<file path="src/rtl/tetris_pkg.sv">
// Shared Tetris definitions: palette colours, well geometry and the falling-piece state set.
package tetris_pkg;

  typedef enum logic [2:0] {
    COLOR_NONE   = 3'd0,
    COLOR_LBLUE  = 3'd1,
    COLOR_BLUE   = 3'd2,
    COLOR_ORANGE = 3'd3,
    COLOR_YELLOW = 3'd4,
    COLOR_GREEN  = 3'd5,
    COLOR_PURPLE = 3'd6,
    COLOR_RED    = 3'd7
  } color_t;

  typedef enum logic [1:0] {
    IDLE   = 2'd0,
    SPAWN  = 2'd1,
    FALL   = 2'd2,
    LANDED = 2'd3
  } piece_state_t;

  // Well geometry in pixels; shared with the well-wall renderer.
  localparam logic [10:0] CELL         = 11'd16;
  localparam logic [10:0] WELL_LEFT_X  = 11'd66;
  localparam logic [10:0] WELL_RIGHT_X = 11'd210;
  localparam logic [10:0] WELL_TOP_Y   = 11'd75;
  localparam logic [10:0] WELL_FLOOR_Y = 11'd379;
  localparam logic [10:0] SPAWN_X      = 11'd130;

  // Index of the last entry in the seven-colour spawn sequence.
  localparam logic [2:0] COLOR_SEQ_LAST = 3'd6;

  // Spawn colour for a given position in the sequence.
  function automatic color_t seq_color(input logic [2:0] idx);
    case (idx)
      3'd0:    return COLOR_LBLUE;
      3'd1:    return COLOR_BLUE;
      3'd2:    return COLOR_ORANGE;
      3'd3:    return COLOR_YELLOW;
      3'd4:    return COLOR_GREEN;
      3'd5:    return COLOR_PURPLE;
      default: return COLOR_RED;
    endcase
  endfunction

endpackage

</file>
<file path="src/rtl/piece_fall_ctrl_if.sv">
// Key inputs and block-position outputs of the falling-piece controller.
interface piece_fall_ctrl_if;
  import tetris_pkg::*;

  logic [3:0]  KEY;
  logic [10:0] x_pos;
  logic [10:0] y_pos;
  color_t      piece_color;
  logic        piece_valid;
  logic        landed;

  // Controller side: reads keys, drives the block.
  modport master (
    input  KEY,
    output x_pos, y_pos, piece_color, piece_valid, landed
  );

  // Renderer / key-source side.
  modport slave (
    output KEY,
    input  x_pos, y_pos, piece_color, piece_valid, landed
  );
endinterface

</file>
<file path="src/rtl/piece_fall_ctrl_gravity_timer.sv">
// Gravity divider: emits a one-cycle tick every limit cycles, limit shortened while soft-drop is held.
module gravity_timer #(
  parameter int GRAVITY_DIV    = 25_000_000,
  parameter int SOFT_DIV_SHIFT = 3
) (
  input  logic CLOCK_50,
  input  logic reset,
  input  logic clear,
  input  logic fast,
  output logic tick
);

  localparam int CW = $clog2(GRAVITY_DIV);
  localparam logic [CW-1:0] SLOW_LAST = CW'(GRAVITY_DIV - 1);
  localparam logic [CW-1:0] FAST_LAST = CW'((GRAVITY_DIV >> SOFT_DIV_SHIFT) - 1);

  logic [CW-1:0] count;
  logic [CW-1:0] last;
  logic          wrap;

  // A counter already past a freshly shortened limit wraps on the very next edge.
  assign last = fast ? FAST_LAST : SLOW_LAST;
  assign wrap = (count >= last);
  assign tick = wrap && !clear;

  // Free-running count, restarted on wrap or when a new piece spawns.
  always_ff @(posedge CLOCK_50 or posedge reset) begin
    if (reset) begin
      count <= '0;
    end else if (clear || wrap) begin
      count <= '0;
    end else begin
      count <= count + CW'(1);
    end
  end

endmodule

</file>
<file path="src/rtl/piece_fall_ctrl.sv">
// Falling-block controller: key handling, gravity, wall clamping, landing and colour sequencing.
module piece_fall_ctrl
  import tetris_pkg::*;
#(
  parameter int GRAVITY_DIV    = 25_000_000,
  parameter int SOFT_DIV_SHIFT = 3
) (
  input logic CLOCK_50,
  input logic reset,
  piece_fall_ctrl_if.master bus
);

  logic [3:0]   key_meta;
  logic [3:0]   key_sync;
  logic [3:0]   key_level;
  logic [2:0]   key_level_q;
  logic [2:0]   key_press;
  logic         start_ev;
  logic         left_ev;
  logic         right_ev;
  logic         drop_held;

  piece_state_t state;
  piece_state_t next_state;
  logic [2:0]   color_idx;
  logic [2:0]   idx_d;
  logic [10:0]  x_d;
  logic [10:0]  y_d;
  color_t       color_d;
  logic         valid_d;
  logic         landed_d;

  logic         tick;
  logic         timer_clear;

  // Keys are active-low; after synchronising, a press is the rising edge of the inverted level.
  assign key_level = ~key_sync;
  assign key_press = key_level[2:0] & ~key_level_q;
  assign start_ev  = key_press[0];
  assign left_ev   = key_press[1];
  assign right_ev  = key_press[2];
  assign drop_held = key_level[3];

  // Two-flop synchroniser plus the previous level for edge detection.
  always_ff @(posedge CLOCK_50 or posedge reset) begin
    if (reset) begin
      key_meta    <= 4'hF;
      key_sync    <= 4'hF;
      key_level_q <= 3'b000;
    end else begin
      key_meta    <= bus.KEY;
      key_sync    <= key_meta;
      key_level_q <= key_level[2:0];
    end
  end

  assign timer_clear = (state == SPAWN);

  gravity_timer #(
    .GRAVITY_DIV    (GRAVITY_DIV),
    .SOFT_DIV_SHIFT (SOFT_DIV_SHIFT)
  ) u_gravity (
    .CLOCK_50 (CLOCK_50),
    .reset    (reset),
    .clear    (timer_clear),
    .fast     (drop_held),
    .tick     (tick)
  );

  // State register.
  always_ff @(posedge CLOCK_50 or posedge reset) begin
    if (reset) begin
      state <= IDLE;
    end else begin
      state <= next_state;
    end
  end

  // Next-state logic: start spawns, a gravity tick at the floor lands, landing respawns.
  always_comb begin
    next_state = state;
    case (state)
      IDLE:    if (start_ev) next_state = SPAWN;
      SPAWN:   next_state = FALL;
      FALL:    if (tick && (bus.y_pos == WELL_FLOOR_Y)) next_state = LANDED;
      LANDED:  next_state = SPAWN;
      default: next_state = IDLE;
    endcase
  end

  // Output logic: next values of the registered block outputs, bounds checked before each step.
  always_comb begin
    x_d      = bus.x_pos;
    y_d      = bus.y_pos;
    color_d  = bus.piece_color;
    valid_d  = bus.piece_valid;
    landed_d = 1'b0;
    idx_d    = color_idx;
    case (state)
      IDLE: begin
        valid_d = 1'b0;
        color_d = COLOR_NONE;
      end
      SPAWN: begin
        x_d     = SPAWN_X;
        y_d     = WELL_TOP_Y;
        color_d = seq_color(color_idx);
        idx_d   = (color_idx == COLOR_SEQ_LAST) ? 3'd0 : color_idx + 3'd1;
        valid_d = 1'b1;
      end
      FALL: begin
        valid_d = 1'b1;
        if (left_ev && !right_ev && (bus.x_pos > WELL_LEFT_X)) begin
          x_d = bus.x_pos - CELL;
        end else if (right_ev && !left_ev && (bus.x_pos < WELL_RIGHT_X)) begin
          x_d = bus.x_pos + CELL;
        end
        if (tick) begin
          if (bus.y_pos < WELL_FLOOR_Y) begin
            y_d = bus.y_pos + CELL;
          end else begin
            landed_d = 1'b1;
          end
        end
      end
      LANDED: begin
        valid_d = 1'b1;
      end
      default: begin
        valid_d = 1'b0;
        color_d = COLOR_NONE;
      end
    endcase
  end

  // Registered outputs and colour index; reset blanks the block immediately.
  always_ff @(posedge CLOCK_50 or posedge reset) begin
    if (reset) begin
      bus.x_pos       <= SPAWN_X;
      bus.y_pos       <= WELL_TOP_Y;
      bus.piece_color <= COLOR_NONE;
      bus.piece_valid <= 1'b0;
      bus.landed      <= 1'b0;
      color_idx       <= 3'd0;
    end else begin
      bus.x_pos       <= x_d;
      bus.y_pos       <= y_d;
      bus.piece_color <= color_d;
      bus.piece_valid <= valid_d;
      bus.landed      <= landed_d;
      color_idx       <= idx_d;
    end
  end

endmodule
</file>
<file path="src/flat_wrapper.sv">
// flat-port wrapper written by rule: the top's interface ports become plain ports
module piece_fall_ctrl_flat import tetris_pkg::*;
#(
  parameter int GRAVITY_DIV    = 25_000_000,
  parameter int SOFT_DIV_SHIFT = 3
)
  (CLOCK_50, reset, bus_KEY, bus_x_pos, bus_y_pos, bus_piece_color, bus_piece_valid, bus_landed);
  piece_fall_ctrl_if bus_i ();
  input logic CLOCK_50;
  input logic reset;
  input wire logic [$bits(bus_i.KEY)-1:0] bus_KEY;
  output wire logic [$bits(bus_i.x_pos)-1:0] bus_x_pos;
  output wire logic [$bits(bus_i.y_pos)-1:0] bus_y_pos;
  output wire logic [$bits(bus_i.piece_color)-1:0] bus_piece_color;
  output wire logic [$bits(bus_i.piece_valid)-1:0] bus_piece_valid;
  output wire logic [$bits(bus_i.landed)-1:0] bus_landed;
  assign bus_i.KEY = bus_KEY;
  assign bus_x_pos = bus_i.x_pos;
  assign bus_y_pos = bus_i.y_pos;
  assign bus_piece_color = bus_i.piece_color;
  assign bus_piece_valid = bus_i.piece_valid;
  assign bus_landed = bus_i.landed;
  piece_fall_ctrl #(.GRAVITY_DIV(GRAVITY_DIV), .SOFT_DIV_SHIFT(SOFT_DIV_SHIFT)) u_core (.CLOCK_50(CLOCK_50), .reset(reset), .bus(bus_i));
endmodule
</file>
<file path="config.mk">
export PLATFORM = sky130hd
export DESIGN_NAME = piece_fall_ctrl_flat
export DESIGN_NICKNAME = d
export VERILOG_FILES = /design/src/rtl/tetris_pkg.sv /design/src/rtl/piece_fall_ctrl_if.sv /design/src/rtl/piece_fall_ctrl_gravity_timer.sv /design/src/rtl/piece_fall_ctrl.sv /design/src/flat_wrapper.sv
export SDC_FILE = /design/constraint.sdc
export NUM_CORES = 1
export LEC_CHECK = 0
export ABC_AREA = 1
export BUFFER_PORTS_ARGS = -buffer_cell sky130_fd_sc_hd__buf_4
export CORE_UTILIZATION = 39
export CTS_CLUSTER_SIZE = 20
export DETAILED_ROUTE_END_ITERATION = 6
export PLACE_DENSITY_LB_ADDON = 0.15
export SYNTH_ARGS = -nofsm -noshare
export SYNTH_HDL_FRONTEND = slang
export SYNTH_SLANG_ARGS = --single-unit
</file>
<file path="constraint.sdc">
create_clock -name CLOCK_50 -period 3.15 [get_ports CLOCK_50]
set_input_delay 0.1575 -clock CLOCK_50 [delete_from_list [all_inputs] [get_ports CLOCK_50]]
set_output_delay 0.1575 -clock CLOCK_50 [all_outputs]
set_load 0.005 [all_outputs]
</file>
* Word-level counts from Yosys, hierarchy flattened
Index checks and enable logic that the tools add are counted. W data, S select, Z words.
Storage, ports and cells: flip-flop bits (word level) 68, output and inout port bits 27
Cells by class: eq/ne operators 15, reductions and logical operators 18, $lt $le $gt $ge 4, add/subtract/negate cells 5, mux-type cells 18, bitwise gates (word level) 3
Operators by type and width (number):
- $mux W25 | 2
- $mux W11 | 4
- $pmux W11 S2 | 2
- $add A25 B1 Y25 const B | 1
- $ge A25 B25 Y1 | 1
- $add A11 B5 Y11 const B | 2
- $pmux W3 S6 | 1
- $eq A11 B9 Y1 const B | 1
- $gt A11 B7 Y1 const B | 1
- $lt A11 B8 Y1 const B | 1
- $lt A11 B9 Y1 const B | 1
- $sub A11 B5 Y11 const B | 1
- $eq A3 B3 Y1 const B | 3
- $ne A2 B1 Y1 const B | 4
- $pmux W2 S4 | 1
- $eq A3 B2 Y1 const B | 2
- $logic_and A1 B1 Y1 | 6
- $pmux W3 S2 | 1
- $eq A2 B2 Y1 const B | 2
- $mux W2 | 2
- $not A4 Y4 | 1
- $reduce_and A2 Y1 | 2
- $reduce_bool A2 Y1 | 2
- $add A3 B1 Y3 const B | 1
- other kinds (14) | 18

* Depth between registers and ports, before layout
Gate-level depths: netlist of the first run.
depth after elaboration 8, mapped depth 16, depth with buffers taken out 15

* Cells and area by module
A second synthesis of the first run with hierarchy kept.
Second synthesis, totals: cell total of the unflattened synthesis 475, area total of the unflattened synthesis 3774.9 um^2
By module, submodules not included:
- piece_fall_ctrl | instances 1, area each 1898.1 um^2, cells each 215
- gravity_timer | instances 1, area each 1876.8 um^2, cells each 260

* Worst setup path after synthesis of the first run
Ideal clock, no wire load.
path type reg2reg, start point reg u_core.bus.x_pos[9], end point reg u_core.bus.x_pos[10], arrival 2.087 ns, period minus slack after synthesis 2.204 ns, path slack 0.946 ns, cell stages (with the launch flop) 14, buffers on the path 0, setup time 0.117 ns, path through dfrtp_1 nor3_1 nand2_1 o21ai_2 inv_1 ha_1 nand2_1 o21ai_0 nand2_1 nand2_1 a21oi_1 o21bai_1 nand3_1 nand2_1
Between the ends: word-level cells in the longest chain between the ends 4, elaborated cells on any way between the ends 11
RTL lines:
- from (decl) | RTL line piece_fall_ctrl_if.sv:15 | output x_pos, y_pos, piece_color, piece_valid, landed
- from (signal assigned) | RTL line piece_fall_ctrl.sv:139 | bus.x_pos <= SPAWN_X;
- from (signal assigned) | RTL line piece_fall_ctrl.sv:146 | bus.x_pos <= x_d;
- $add A11 B5 Y11 (tied with other cells) | RTL line piece_fall_ctrl.sv:116 | x_d = bus.x_pos + CELL;
- $mux W11 (tied with other cells) | RTL line piece_fall_ctrl.sv:115 | end else if (right_ev && !left_ev && (bus.x_pos < WELL_RIGHT_X)) begin
- $mux W11 / $ne A3 B1 Y1 (equally long branches)
- $pmux W11 S2 / $reduce_and A2 Y1 (equally long branches)
Parallel ways exist; a longest one is shown, timed or not. The select of a mux whose other input is x is not followed. A chain may end at the register's enable or synchronous reset.

* Worst setup path in the final report of the first run
start point reg u_core.bus.x_pos[10], end point reg u_core.bus.x_pos[10]
Same word-level chain as after synthesis.

==> flow_metrics.py, run 1 <==
metrics = {
    "outcome": {
        "outcome": "finished clean",
    },
    "critical_path": {
        "cp-start-kind": "flip-flop",
        "arrival_ps": 2960,
        "crit_path_frequent_cell": "nand2_1",
        "critical_path.max_stage_delay_ps": 430,
        "crit_buf_inv": 1,
        "crit_slowest_cell": "dfrtp_1",
        "crit_fanout": 5,
        "path_delay_family": "compound AO/OA/AOI/OAI gates",
        "crit_chain": "nor3_1 -> nand2_1 -> o21ai_2 -> inv_1 -> ha_1 -> a21oi_1 -> o21ai_0 -> nand2_1 -> nand2_1 -> a21oi_1 -> o21bai_1 -> nand3_1 -> nand2_1",
        "worstPathRequired_ps": 3420,
        "endpoint_kind": "flip-flop",
        "crit_type": "reg2reg",
    },
    "die": {
        "start_util": 0.410,
        "die_w_um": 98.7,
        "io-pin-count": 33,
        "die_height_um": 98.7,
        "rows": 34,
        "core-area_sq_um": 8890,
        "dieArea_sq_um": 9740,
    },
    "detailed_routing": {
        "drt_iter0_drc": 147,
        "wl_um": 8140,
        "vias": 2961,
        "wl_per_cell_um": 13.6,
        "antenna_left": 0,
        "viasPerCell": 4.95,
        "firstDrtPassIters": 4,
        "drt_drc_violations_left": 0,
    },
    "cts": {
        "numCtsBuffers": 9,
        "cts_tree": "yes",
        "clock_latency_ps": 330,
        "cts_setup_buffers": 0,
        "htree_num_levels": 3,
        "clock-root-buffer": "clkbuf_8",
        "clk_pin_slew_ps": 70,
        "cts_buffer_depth": 2,
        "clkSinkCount": 61,
    },
    "final_layout": {
        "syn_to_final_growth_pct": 14.4,
        "final_nets": 518,
        "stdcell_count": 598,
        "n_fill_cell": 884,
        "final_core_util": 0.469,
        "design_area_sq_um": 4170,
        "num_antenna_cells": 0,
        "drive_gt1_frac": 0.165,
    },
    "grt": {
        "antenna_found_initial": 0,
        "grt_max_degree": 32,
        "grt_overflow": 0,
        "grt_pass1_vias": 2883,
        "grt_pass1_wl_um": 14100,
        "grt_usage": 0.185,
    },
    "power_and_ir_drop": {
        "p_leak_nw": 2.07,
        "peakVddDrop_v": 0.000194,
        "powerDensity_nw_per_um2": 471,
    },
    "sta": {
        "drv_slew": 0,
        "setup_ws_ps": 465,
        "setup_violations": 0,
        "fin_worst_skew_ps": 10.3,
        "setup_tns_ps": 0,
        "rsz0062_at_grt": "no",
        "slew_headroom": 0.547,
        "maxClockFrequency_ghz": 0.372,
        "period_share": 0.852,
        "period_minus_slack_ps": 2680,
        "finalHoldViolCount": 0,
        "tightest_slew_ps": 678,
    },
    "placement": {
        "numPortBuffers": 28,
        "dpl_worst_slack_ps": 485,
        "hpwl_um": 6160,
        "dpl_cell_area_sq_um": 3920,
        "dp_cells": 577,
        "gp_congestion": 0.812,
    },
    "yosys": {
        "ys_warn_count": 0,
        "syn_area_sq_um": 3650,
        "synth_cells": 448,
        "yosysSeqAreaShare": 0.422,
        "synth_cell_types": 35,
        "ys_seq_elements": 61,
        "syn_avg_cell_area_sq_um": 8.14,
    },
    "run": {
        "maxCapViolations": 0,
    },
    "hold_path": {
        "min_path_type": "reg2reg",
    },
}
final timing paths:
kind	from	to	slack [ps]	depth (start not counted)
worst max-delay path	u_core.bus.x_pos[10]	u_core.bus.x_pos[10]	470	13
worst min-delay path	u_core.key_meta[2]	u_core.key_sync[2]	360	0
worst max register to register	u_core.bus.x_pos[10]	u_core.bus.x_pos[10]	470	13
worst min register to register	u_core.key_meta[2]	u_core.key_sync[2]	360	0
max in group asynchronous	reset	u_core.key_meta[2]	1760	4
min in group asynchronous	reset	u_core.bus.y_pos[7]	490	3
state kept, by name (all words and copies together), names as in the netlist:
name                    cells
u_core.key_meta             4
u_core.bus.x_pos            8
u_core.key_level_q          3
u_core.bus.piece_color      3
u_core.bus.y_pos            7
u_core.u_gravity.count     25
u_core.key_sync             4
u_core.bus.piece_valid      1
u_core.bus.landed           1
u_core.color_idx            3
u_core.state                2
cell usage in the layout, fill, tap and decap left out, types with 2 or more instances in the layout:
cell type,n
nand2_1,91
nor2_1,55
inv_1,51
dfrtp_1,50
buf_4,29
nand3_1,27
ha_1,26
o21ai_0,19
a21oi_1,16
nor3_1,15
xor2_1,13
nand4_1,11
clkbuf_8,11
dfstp_2,11
nand2_2,9
inv_2,6
o21a_1,5
nor4_1,5
dlygate4sd3_1,5
xnor2_1,4
conb_1,4
nor2_2,3
nor2_4,3
o21ai_2,2
nor3_2,2
o21bai_1,2
a21boi_0,2
clkinv_2,2
logic make-up after synthesis:
kind of cell               count (synthesis)  share of synthesized area
AOI/OAI and AO/OA                         50                     0.0793
DFF                                       61                      0.422
other                                      1                    0.00103
and+or+nand+nor                          224                      0.278
buffers and inverters                     68                     0.0837
xor gates and xnor gates                  17                     0.0408
adders and majority gates                 27                     0.0947
timing repair:
item                      4_1_cts  5_1_grt
hold endpoints to repair       29        0
resized for setup               0        0
hold buffers                    5        0
final cells by class:
type	instances	area, sq um	share of cell area
Multi-Input combinational cell	322	1810	0.434
Sequential cell	61	1540	0.369
Timing Repair Buffer	34	268	0.0642
Inverter	57	214	0.0513
Clock buffer	12	155	0.0372
Tap cell	108	135	0.0324
Clock inverter	4	47.5	0.0114
report_power, final:
part	internal, mW	switching, mW	leakage [nW]	total [mW]
Combinational	0.165	0.191	1.22	0.356
Clock	0.406	0.309	0.102	0.716
Sequential	0.840	0.0539	0.755	0.894
cells in the mapped netlist:
cell,count,share of area
a21boi_0,2,0.0041
a21o_1,1,0.0021
a21oi_1,16,0.022
a22o_1,1,0.0024
buf_4,7,0.014
buf_6,3,0.0093
clkbuf_2,1,0.0014
conb_1,1,0.0010
dfrtp_1,50,0.34
dfstp_2,11,0.079
fa_1,1,0.0055
ha_1,26,0.089
inv_1,52,0.054
inv_2,5,0.0051
nand2_1,91,0.094
nand2_2,9,0.015
nand3_1,27,0.037
nand3b_1,1,0.0021
nand4_1,11,0.019
nand4_2,1,0.0034
nor2_1,55,0.057
nor2_2,3,0.0051
nor2_4,3,0.0093
nor3_1,15,0.021
nor3_2,2,0.0055
nor4_1,5,0.0086
o211ai_1,1,0.0021
o21a_1,5,0.010
o21ai_0,19,0.026
o21ai_1,1,0.0014
o21ai_2,2,0.0048
o21bai_1,2,0.0041
or2_1,1,0.0017
xnor2_1,4,0.0096
xor2_1,13,0.031
metal layers:
metal,vias up,track usage,part of all wire
li1,1516,-,-
met1,1380,0.262,0.50
met2,53,0.291,0.45
met3,12,0.0255,0.034
met4,0,0.0620,0.013
met5,-,0,0
stage by stage:
step	hold WS (ps)	power (mW)
floorplan	162	1.13
global placement	267	1.25
detailed placement	268	1.26
CTS	358	1.99
global route	361	2.09
finish	357	1.97
No activity file was read; power rests on OpenSTA's default activity.
==> run 2: changes to the inputs <==
--- a/config.mk
+++ b/config.mk
@@ -11,6 +11,8 @@
 export CTS_CLUSTER_SIZE = 20
 export DETAILED_ROUTE_END_ITERATION = 6
 export PLACE_DENSITY_LB_ADDON = 0.15
+export REMOVE_ABC_BUFFERS = 1
+export SKIP_LAST_GASP = 1
 export SYNTH_ARGS = -nofsm -noshare
 export SYNTH_HDL_FRONTEND = slang
 export SYNTH_SLANG_ARGS = --single-unit
==> flow_metrics.py, run 2 (synthesized netlist as in run 1, its figures left out) <==
metrics = {
    "sta": {
        "fin_worst_skew_ps": 14.0,
        "finalHoldViolCount": 0,
        "setup_ws_ps": 592,
        "hold_slack_ps": 252,
        "period_minus_slack_ps": 2560,
        "slew_headroom": 0.532,
        "setup_violations": 0,
        "period_share": 0.812,
        "maxClockFrequency_ghz": 0.391,
        "drv_slew": 0,
        "tightest_slew_ps": 702,
        "rsz0062_at_grt": "no",
        "setup_tns_ps": 0,
    },
    "die": {
        "die_height_um": 98.7,
        "rows": 34,
        "io-pin-count": 33,
        "die_w_um": 98.7,
        "start_util": 0.410,
        "core-area_sq_um": 8890,
        "dieArea_sq_um": 9740,
    },
    "placement": {
        "numPortBuffers": 28,
        "dpl_worst_slack_ps": 544,
        "hpwl_um": 6030,
        "gp_congestion": 0.877,
        "dpl_cell_area_sq_um": 3920,
    },
    "grt": {
        "grt_max_degree": 56,
        "antenna_found_initial": 0,
        "grt_pass1_vias": 3026,
        "grt_usage": 0.188,
        "grt_overflow": 0,
        "grt_pass1_wl_um": 14300,
    },
    "detailed_routing": {
        "antenna_left": 0,
        "firstDrtPassIters": 4,
        "viasPerCell": 4.96,
        "vias": 2965,
        "wl_met2_um": 3530,
        "highest_layer": "met4",
        "drt_iter0_drc": 145,
        "wl_met1_um": 4110,
        "wl_um": 8070,
        "drt_drc_violations_left": 0,
        "wl_per_cell_um": 13.5,
        "wl_met3_um": 289,
    },
    "cts": {
        "cts_tree": "yes",
        "cts_setup_buffers": 0,
        "clock_latency_ps": 350,
        "clk_pin_slew_ps": 70,
        "htree_num_levels": 3,
        "cts_buffer_depth": 2,
        "cts-resized-gates": 0,
        "clock-root-buffer": "clkbuf_8",
        "clkSinkCount": 61,
        "numCtsBuffers": 9,
    },
    "final_layout": {
        "design_area_sq_um": 4170,
        "final_nets": 518,
        "n_fill_cell": 866,
        "drive_gt1_frac": 0.163,
        "largest_reg_flops": 25,
        "final_core_util": 0.469,
        "num_antenna_cells": 0,
        "regMostFlops": "u_core.u_gravity.count",
        "final_common_cell": "nand2_1",
        "syn_to_final_growth_pct": 14.4,
        "layout_common_cells": "nand2_1, nor2_1, inv_1, dfrtp_1, buf_4",
        "reg.largest.list": "u_core.u_gravity.count x25, u_core.bus.x_pos x8, u_core.bus.y_pos x7",
    },
    "critical_path": {
        "r2r-start": "u_core.bus.x_pos[9]",
        "worstPathRequired_ps": 3400,
        "startpoint": "u_core.bus.x_pos[9]",
        "crit_type": "reg2reg",
        "cp-start-kind": "flip-flop",
        "arrival_ps": 2810,
        "endpoint_kind": "flip-flop",
        "crit_fanout": 5,
    },
    "outcome": {
        "outcome": "finished clean",
    },
    "power_and_ir_drop": {
        "p_seq_frac": 0.455,
        "p_int_mw": 1.41,
        "pwr-share-comb": 0.180,
        "p_leak_nw": 2.07,
        "peakVddDrop_v": 0.000239,
        "powerDensity_nw_per_um2": 472,
        "p_sw_frac": 0.282,
        "power.clock.fraction": 0.365,
        "switching_power_mw": 0.554,
    },
    "run": {
        "maxCapViolations": 0,
    },
    "hold_path": {
        "min_path_type": "in2async",
    },
}
-- run 2: changes by cell type in the layout (fill, tap and decap cells not counted) --
cell,before,now
clkinvlp_4,1,0
clkinv_2,2,1
clkbuf_1,1,2
clkinv_4,0,1
-- run 2: critical path, cell delays in order (launching register included) --
cell and delay, ps:
dfrtp_1 420, nor3_1 280, nand2_1 100, o21ai_2 250, inv_1 170, ha_1 380, nand2_1 70, o21ai_0 270
nand2_1 90, nand2_1 70, a21oi_1 80, o21bai_1 160, nand3_1 70, nand2_1 50
-- run 2: layer usage --
layer  vias up  GRT usage
met2        54      0.288
li1       1520          -
met1      1378      0.261
met4         0     0.0827
met3        13     0.0319
met5         -          0
-- run 2: cell type report --
class,count,area (sq um),area share
Multi-Input combinational cell,322,1810,0.434
Timing Repair Buffer,34,268,0.0642
Tap cell,108,135,0.0324
Clock buffer,13,159,0.0381
Sequential cell,61,1540,0.369
Inverter,57,214,0.0513
Clock inverter,3,43.8,0.0105
-- run 2: repair_timing --
action                                  CTS  global route
endpoints found under the hold margin    10             0
endpoints found under the setup margin    0             0
hold buffers                              5             0
-- run 2: power groups by stage --
stage,combinational [mW],sequential [mW],clock [mW]
2_1_floorplan,0.232,0.898,0
3_3_place_gp,0.344,0.907,0
3_5_place_dp,0.352,0.909,0
4_1_cts,0.360,0.895,0.736
5_1_grt,0.414,0.903,0.771
6_report,0.354,0.895,0.718
-- run 2: path summary, 6_finish.rpt --
| path | end | slack [ps] | cells after the start |
|---|---|---|---|
| setup / recovery | u_core.bus.x_pos[10] | 590 | 13 |
| hold / removal | u_core.bus.x_pos[10] | 250 | 3 |
| setup reg to reg | u_core.bus.x_pos[10] | 590 | 13 |
| hold reg to reg | u_core.key_sync[0] | 360 | 0 |
| max in group asynchronous | u_core.u_gravity.count[17] | 1960 | 4 |
| min in group CLOCK_50 | u_core.key_sync[0] | 360 | 0 |
-- run 2: per-stage QoR --
stage,power (mW),cells
5_1_grt,2.09,598
4_1_cts,1.99,598
3_5_place_dp,1.26,577
3_3_place_gp,1.25,577
6_report,1.97,598
2_1_floorplan,1.13,440
